--- config.mk ---
export PLATFORM = sky130hd
export DESIGN_NAME = fsm_xor_accum
export DESIGN_NICKNAME = d
export VERILOG_FILES = /design/src/rtl/fsm_xor_accum.sv
export SDC_FILE = /design/constraint.sdc
export NUM_CORES = 1
export LEC_CHECK = 0
export CORE_AREA = 4 4 47 66
export CTS_BUF_LIST = sky130_fd_sc_hd__clkbuf_8 sky130_fd_sc_hd__clkbuf_16
export DETAILED_ROUTE_END_ITERATION = 10
export DIE_AREA = 0 0 51 70
export GPL_TIMING_DRIVEN = 1
export PLACE_DENSITY = 0.71
export SYNTH_ARGS = -nofsm -noshare
export SYNTH_HDL_FRONTEND = slang
export SYNTH_SLANG_ARGS = --single-unit
--- constraint.sdc ---
create_clock -name clk -period 1.55 [get_ports clk]
set_clock_uncertainty 0.05 [all_clocks]
set_input_delay 0.31 -clock clk [delete_from_list [all_inputs] [get_ports clk]]
set_output_delay 0.31 -clock clk [all_outputs]
set_load 0.005 [all_outputs]
--- src/rtl/fsm_xor_accum.sv ---
// fsm_xor_accum: NOR-gated XOR accumulator with a fixed-encoding FSM
// and a registered valid/ready result handshake (TMR test vehicle).
module fsm_xor_accum #(
   parameter int               WIDTH = 8,
   parameter int               DEPTH = 4,
   parameter logic [WIDTH-1:0] INIT  = '0,
   localparam int              CW    = (DEPTH > 1) ? $clog2(DEPTH) : 1
) (
   input  logic             clk,
   input  logic             rst_n,
   input  logic             start,
   input  logic             in_valid,
   input  logic [WIDTH-1:0] in,
   input  logic [WIDTH-1:0] in2,
   input  logic             out_ready,
   output logic [WIDTH-1:0] data_out,
   output logic             out_valid,
   output logic             busy,
   output logic [CW-1:0]    count
);

   typedef enum logic [1:0] {
      S_IDLE  = 2'b00,
      S_ACCUM = 2'b01,
      S_DONE  = 2'b10
   } state_t;

   localparam logic [CW-1:0] LAST = CW'(DEPTH - 1);

   // State kept as raw bits so the illegal 2'b11 code is representable.
   logic [1:0]       r_state;
   logic [WIDTH-1:0] r_acc;
   logic [WIDTH-1:0] r_data;
   logic [CW-1:0]    r_count;
   logic             r_valid;

   logic [WIDTH-1:0] w_in_buf;
   logic [WIDTH-1:0] w_acc_next;

   assign w_in_buf   = ~in & ~in2;
   assign w_acc_next = r_acc ^ w_in_buf;

   always_ff @(posedge clk or negedge rst_n) begin
      if (!rst_n) begin
         r_state <= S_IDLE;
         r_acc   <= INIT;
         r_data  <= '0;
         r_count <= '0;
         r_valid <= 1'b0;
      end else begin
         case (r_state)
            S_IDLE: begin
               if (start) begin
                  r_state <= S_ACCUM;
                  r_acc   <= INIT;
                  r_count <= '0;
               end
            end
            S_ACCUM: begin
               if (in_valid) begin
                  r_acc <= w_acc_next;
                  if (r_count == LAST) begin
                     r_state <= S_DONE;
                     r_data  <= w_acc_next;
                     r_valid <= 1'b1;
                  end else begin
                     r_count <= r_count + 1'b1;
                  end
               end
            end
            S_DONE: begin
               if (out_ready) begin
                  r_state <= S_IDLE;
                  r_valid <= 1'b0;
                  r_count <= '0;
               end
            end
            default: begin
               r_state <= S_IDLE;
               r_count <= '0;
               r_valid <= 1'b0;
            end
         endcase
      end
   end

   assign data_out  = r_data;
   assign out_valid = r_valid;
   assign count     = r_count;
   assign busy      = (r_state != S_IDLE);

endmodule

* Word-level counts from Yosys, hierarchy flattened
Cells that the tools add are included.
Widths: inputs -> output; s select.
** Operators by class
- Add/sub/neg operators :: 1
- Equal/unequal tests :: 8
- Bitwise logic cells :: 5
- Mux-type cells :: 16
- Reductions and logical operators :: 8
** Operator list (count)
- $mux 8 :: 2
- $not 8->8 :: 2
- $pmux 8 s2 :: 1
- $mux 2 :: 7
- $pmux 2 s3 :: 2
- $reduce_and 4->1 :: 3
- $ne 2x2->1 const B :: 5
- $and 8x8->8 :: 1
- $xor 8x8->8 :: 1
- $reduce_and 3->1 :: 2
- $eq 2x2->1 const B :: 2
- $reduce_bool 2->1 :: 2
- $mux 1 :: 3
- $pmux 1 s3 :: 1
- $add 2x1->2 const B :: 1
- $eq 2x1->1 const B :: 1
- $logic_not 2->1 :: 1
- $not 1->1 :: 1
** Word-level totals
- Input port bits :: 21
- Output and inout port bits :: 12
- Bits in registers :: 21
- Logic and storage cells :: 43

* Logic depth before layout (Yosys ltp)
- Depth in word-level cells :: 5
- Gate-level depth with buffers :: 5
- Gate-level depth less buffers :: 4

* Worst setup path before layout
Ideal clock, no wire load.
- Path type :: register to register
- Start point :: register r_count[0], in the netlist count[0]
- End point :: register r_count[0], in the netlist count[0]
- Clock period less this slack :: 1.343 ns
- Arrival :: 1.212 ns
- Buffers on the path :: 1
- Required time :: 1.418 ns
- Cell stages (with the launch flop) :: 6
- Library setup time :: 0.082 ns
- Path slack :: 0.207 ns
- Path through :: dfrtp_1 ha_1 buf_2 and4bb_2 nor2_1 a31oi_1
** Between the ends
- Word-level cells in the longest chain between the ends :: 4
- Elaborated cells on any way between the ends :: 7
- Classes of those cells :: 1 x add/sub; 2 x eq/ne; 3 x mux; 1 x reduce/logical
** RTL lines
- from (decl) :: line 34 : logic [CW-1:0] r_count;
- from (signal assigned) :: line 67 : r_count <= r_count + 1'b1;
- $add 2x1->2 :: line 67
- $mux 2 :: line 62 : if (r_count == LAST) begin
- $mux 2 :: line 60 : if (in_valid) begin
- $pmux 2 s3 :: line 51 : case (r_state)
Several ways; a longest one is shown, not always the timed one. The select of a mux whose other input is x is not followed.
A chain may end at the register's enable or synchronous reset.

* Final worst setup path
- Start point :: register r_data[7], in the netlist data_out[7]
- End point :: output data_out[7]
** RTL lines
- from (decl) :: line 33 : logic [WIDTH-1:0] r_data;
- from (signal assigned) :: line 64 : r_data <= w_acc_next;
- to (decl) :: line 16 : output logic [WIDTH-1:0] data_out,
No word-level cell between the ends.

==> impl_metrics.env <==
export IMPL_status="completed"
export IMPL_synth_top_family_by_area="simple AND/OR/NAND/NOR gates"
export IMPL_ys_seq_area_share_pct=47.8
export IMPL_min_period_ns=1.51
export IMPL_synth_top_flop_cell="dfrtp_1"
export IMPL_drt_iter0_drc=41
export IMPL_die_h_microns=70
export IMPL_die_area_sq_um=3570
export IMPL_synth_most_common_cell="dfrtp_1"
export IMPL_fin_crit_sh_pct=97.7
export IMPL_die_w_microns=51
export IMPL_nets=184
export IMPL_yosys_warnings=0
export IMPL_dp_cells=192
export IMPL_cp_arrival_ns=1.15
export IMPL_max_stage_delay_ns=0.51
export IMPL_use_met1_pct=19.1
export IMPL_place_hpwl_mm=1.97
export IMPL_rows=22
export IMPL_grt_pass1_vias=1051
export IMPL_slew_viol_final=0
export IMPL_cts_root_buffer_cell="clkbuf_8"
export IMPL_htreeDepth=1
export IMPL_path_class="reg2out"
export IMPL_start_util_pct=42.9
export IMPL_rsz0062_at_grt="no"
export IMPL_setup_worst_path_start_class="flip-flop"
export IMPL_power_switching_mw=0.946
export IMPL_synth_simple_area_share_pct=22.6
export IMPL_synth_cell_area_sq_um=1100
export IMPL_r2r_slack_ns=0.20
export IMPL_power_frac_clock_pct=13.7
export IMPL_synth_compound_area_share_pct=20.3
export IMPL_drc_errors=0
export IMPL_vias=1016
export IMPL_core_sq_um=2560
export IMPL_post_route_util_pct=60.6
export IMPL_r2r_start="r_state[1]"
export IMPL_critical_path_buf_inv_count=1
export IMPL_antennaDiodeCount=0
export IMPL_report_final_hold_viol_count=0
export IMPL_p_int_mw=1.70
export IMPL_synth_mux_area_share_pct=1.25
export IMPL_critPathMaxFanout=2
export IMPL_grt_overflow_total=0
export IMPL_cts_clk_slew_worst_paths_ns=0.08
export IMPL_clk_insertion_delay_late_ns=0.26
export IMPL_end_kind="output port"
export IMPL_synthXorXnorAreaFrac_pct=2.39
export IMPL_hp_class="in2async"
export IMPL_clockBufferDepth=2
export IMPL_synthAdderAreaFrac_pct=1.14
export IMPL_drtAntennaViolNets=0
export IMPL_final_cell_count_no_fill=197
export IMPL_gp_congestion=0.702
export IMPL_ir_worst_vdd_uv=1000
export IMPL_leakage_nw=0.645
export IMPL_clock_sinks=21
export IMPL_yosys_top_cells_count="dfrtp_1, o21ai_0, nand2_1"
export IMPL_power_frac_seq_pct=38.8
export IMPL_drt_pre_antenna_iters=6
export IMPL_cp_slowest_cell="clkdlybuf4s50_1"
export IMPL_met2_usage_pct=28.3
export IMPL_critPathTopFamily="buffers and inverters"
export IMPL_io_pins=33
export IMPL_cts_buffers_inserted=3
export IMPL_syn_nets=143
export IMPL_cts_tree="yes"
export IMPL_powerDensity_nw_per_um2=1710
export IMPL_synth_edf_count=0
export IMPL_drt_wl_total_mm=2.65
export IMPL_ys_top_cells_by_area="dfrtp_1, o21ai_0, o211ai_1"
export IMPL_ys_types=26
export IMPL_layout_drive_gt1_share_pct=11.8
export IMPL_wire_per_inst_microns=13.5
export IMPL_grt_antenna_before_repair=0
export IMPL_use_met3_pct=1.71
export IMPL_track_usage_pct=16.2
export IMPL_busiest_layer="met2"
export IMPL_ys_seq_elements=21
export IMPL_max_cap_violations=0
export IMPL_async_flop_share_pct=100
export IMPL_syn_inst=121
export IMPL_p_sw_share_pct=35.8
export IMPL_detail_route_vias_per_cell=5.16
export IMPL_required_ns=1.19
export IMPL_pwr_share_comb_pct=47.5
export IMPL_synth_top_area_share_pct=47.8
export IMPL_slew_headroom_pct=72.9
export IMPL_fmax_ghz=0.660
export IMPL_grt_pass1_wl_mm=4.55
export IMPL_area_delta_synth_final_pct=41.1
export IMPL_hold_buffers=0
export IMPL_tightest_slew_ns=0.399
export IMPL_setup_violations_final=0
export IMPL_grt_start_max_net_pins=22
export IMPL_cp_cell_sequence="clkdlybuf4s50_1"
export IMPL_syn_area_per_cell_sq_um=9.08
export IMPL_yosysTopAreaCell="dfrtp_1"
export IMPL_numPortBuffers=32
export IMPL_startpoint="data_out[7]"
[layer usage]
| layer | part of all wire (%) | up-vias | wire [microns] |
|---|---|---|---|
| met4 | 0.64 | 0 | 17 |
| met1 | 44 | 477 | 1160 |
| met5 | 0 | - | 0 |
| met2 | 52 | 22 | 1390 |
| li1 | - | 515 | - |
| met3 | 3.4 | 2 | 90 |
[cell families after synthesis]
group / count (synthesis)
AO/OA/AOI/OAI: 39
XOR/XNOR: 3
adder cells (fa/ha/maj): 1
buffers and inverters: 8
flip-flops: 21
multiplexers: 1
AND/OR/NAND/NOR: 48
[layout make-up]
class | count | area [sq um]
Timing Repair Buffer | 42 | 400
Fill cell | 225 | 1010
Multi-Input combinational cell | 92 | 526
Sequential cell | 21 | 526
Clock buffer | 3 | 41.3
Inverter | 2 | 7.51
Tap cell | 36 | 45.0
Clock inverter | 1 | 5.00
[metrics by stage]
step	setup WS (ns)	power, mW	setup TNS, ns	instance area [sq um]	hold WS [ns]
after global placement	-0.00467	2.25	-0.00467	1490	0.412
after CTS	0.0103	2.67	0	1540	0.349
after floorplan	0.207	1.73	0	1100	-0.0356
after detailed placement	-0.0754	2.29	-0.397	1490	0.423
final	0.0359	2.64	0	1550	0.341
after global routing	0.00281	2.87	0	1550	0.365
[sequential cells by signal, indices dropped and copies added, names as in the netlist]
| signal | cells |
|---|---|
| count | 2 |
| data_out | 8 |
| out_valid | 1 |
| r_acc | 8 |
| r_state | 2 |
[worst paths after layout]
check | endpoint | depth (start not counted)
setup reg to reg | r_acc[6] | 5
hold reg to reg | data_out[1] | 2
max in group asynchronous | data_out[4] | 2
min in group clk | data_out[1] | 2
hold / removal | r_acc[1] | 2
setup / recovery | data_out[7] | 1
[cell usage in the layout, fill, tap and decap left out]
master and n:
a211o_1 1, a21oi_1 10, a311oi_1 1, a31oi_1 2, and2b_1 1, and3b_2 1, and4bb_2 1, buf_4 10
clkbuf_8 3, clkdlybuf4s15_1 1, clkdlybuf4s50_1 29, clkinv_2 1, dfrtp_1 21, dlymetal6s2s_1 2, ha_2 1, inv_1 2
mux2i_2 1, nand2_1 12, nand3_1 8, nand3b_1 6, nand4b_1 1, nor2_1 11, nor2b_1 1, nor3_1 5
o211ai_1 7, o21ai_0 18, or2_2 1, xnor2_1 3
[power groups by stage]
stage / Sequential (mW) / Combinational, mW / Clock [mW]
6_report: 1.03 / 1.26 / 0.362
5_1_grt: 1.07 / 1.41 / 0.395
4_1_cts: 1.02 / 1.27 / 0.373
3_5_place_dp: 1.03 / 1.26 / 0
3_3_place_gp: 1.02 / 1.23 / 0
2_1_floorplan: 1.01 / 0.719 / 0
[repair_timing]
item / 4_1_cts / 5_1_grt
setup buffers: 1 / 0
gates resized for setup: 2 / 3
setup endpoints to repair: 2 / 3
(Power assumes the default switching activity.)
==> patch (config.mk and constraints unchanged) <==
Reset style: synchronous (`rst_n`), changed in one clocked block.
--- a/src/rtl/fsm_xor_accum.sv
+++ b/src/rtl/fsm_xor_accum.sv
@@ -41,5 +41,5 @@
    assign w_acc_next = r_acc ^ w_in_buf;
 
-   always_ff @(posedge clk or negedge rst_n) begin
+   always_ff @(posedge clk) begin
       if (!rst_n) begin
          r_state <= S_IDLE;
Check against the original RTL: differs if rst_n is asserted again (counterexample within 4 cycles, from zero or initial values and one cycle with rst_n low); with rst_n held inactive, the same outputs for 10 cycles.
==> patch against the unedited design <==
Wire length up 15%. Worst setup slack improved by 0.021 ns. Area after synthesis fell by 3.1%. First-iteration DRC count shrank 46%. Cell area decreased by 3.1%. Global-route usage grew 1.6 points. Sequential cell count stayed put. Highest routed layer unchanged.
Power is not compared: it rests on default switching activity, and its combinational part moved more than twofold at a synthesized area within 25%.
==> patch: results (changes against the unedited design) <==
Outcome
  – Status: completed

GRT
  – Met3 usage: 4.05% (+2.3 points)
  – Met1 usage: 18.5% (-0.58 points)
  – First-pass GRT wire length: 4.93 mm (+8.2%)
  – Total Routing Usage GR: 17.8% (+1.6 points)
  – Largest net degree at the start of global routing: 20 (-9.1%)
  – Vias in the first global route: 1176 (+12%)
  – Global Route met2 Usage: 30.7% (+2.4 points)

Yosys
  – Register area share after synthesis: 39.5% (-8.4 points)
  – Syn nets: 152 (+6.3%)
  – Syn_area_per_cell: 8.19 um^2 (-9.8%)
  – Ys async rst share: 0% (-100 points)
  – Post-synth top cells: 21 x dfxtp_1, 11 x a21oi_1, 10 x nand3_1
  – Top FF cell, synth: dfxtp_1
  – Synth cell types: 30 (+15%)
  – Ranking of synthesized cells by area: dfxtp_1 39%, o2111ai_1 5.8%, o211ai_1 5.6%, a21oi_1 5.2%, nand3_1 4.7%

Detailed routing
  – Avg WL per Cell: 15.0 um (+11%)
  – Met1 wire length: 1.28 mm (+11%)
  – Metal3 WL: 120 um (+33%)
  – Final wirelength: 3.04 mm (+15%)
  – Vias per cell: 5.57 (+8.0%)
  – DRT iter0 DRCs: 22 (-46%)
  – Met2 WL post-DR: 1.58 mm (+14%)
  – DR pass1 iterations: 4 (-2)

CTS
  – CTS buffer count: 3 (unchanged)
  – Clk slew on worst S/H paths: 0.08 ns (about the same)

Layout
  – Nets: 190 (+3.3%)
  – Antenna diode count: 0 (unchanged)
  – Share of layout cells above drive strength 1: 10.2% (-1.6 points)

Setup path
  – FF-to-FF Start: r_state[1]
  – Critical path launch point: data_out[2]
  – Arr. time, crit path: 1.13 ns (-0.02 ns)
  – Worst-case reg-to-reg path depth: 5 (unchanged)

Min path
  – Hold Crit Class: register to register

Power
  – Leak pwr: 0.000564 uW

STA
  – Worst Tran Pin Value: 0.331 ns (-0.0683 ns)

Placed design
  – Placed Cells: 199 (+3.6%)
  – Placer Congestion: 0.774 (+10%)
  – Dpl hpwl: 2.21 mm (+12%)
patch: cell count changes in the layout (fill, tap and decap cells not counted), moves of 3 or more:
cell,before,now
nand2_1,12,9
dfrtp_1,21,0
nand4_1,0,3
dfxtp_1,0,19
o21ai_0,18,9
o21ai_1,0,8
nand3b_1,6,1
o2111ai_1,0,7
patch: power by group:
group | switching, uW | internal [uW] | total [uW]
logic | 76.2 | 85.8 | 162
clock network | 178 | 177 | 355
registers | 8.69 | 549 | 558
patch: area by class of cell:
cell class              instances  area [um^2]
repair buffers                 42          394
fillers                       248         1060
multi-input cells              98          587
well taps                      36         45.0
inverters                       2         7.51
clock buffers                   3         41.3
flip-flops and latches         21          423
clock inverters                 1         3.75
patch: kinds of logic (layout without fill, tap and decap cells):
kind of cell / after synthesis / after routing / share of synthesized area (%)
AO/OA/AOI/OAI: 44 / 44 / 25.4
adder cells (fa/ha/maj): 1 / 1 / 1.17
flip-flops: 21 / 21 / 39.5
AND/OR/NAND/NOR: 50 / 50 / 24.7
multiplexers: 2 / 2 / 2.23
buffers and inverters: 11 / 48 / 6.23
XOR/XNOR: 1 / 1 / 0.823
patch: through the flow:
stage,power [uW],area [um^2],TNS (ns),setup slack [ns]
after global placement,725,1450,-1.12,-0.130
after floorplan,632,1060,0,0.318
after CTS,1080,1490,0,0.0178
after detailed placement,730,1450,-1.67,-0.174
after global routing,1110,1500,0,0.0177
final,1070,1500,0,0.0567
patch: final timing paths:
check / to / slack (ns)
worst min register to register: count[0] / 0.42
worst min-delay path: count[0] / 0.42
worst max register to register: r_acc[2] / 0.22
worst max-delay path: data_out[2] / 0.06
patch: what timing repair did:
| action | 4_1_cts | 5_1_grt |
|---|---|---|
| pin swaps | 0 | 0 |
| setup endpoints to repair | 1 | 3 |
| buffers inserted | 0 | 0 |
| gates resized for setup | 1 | 3 |
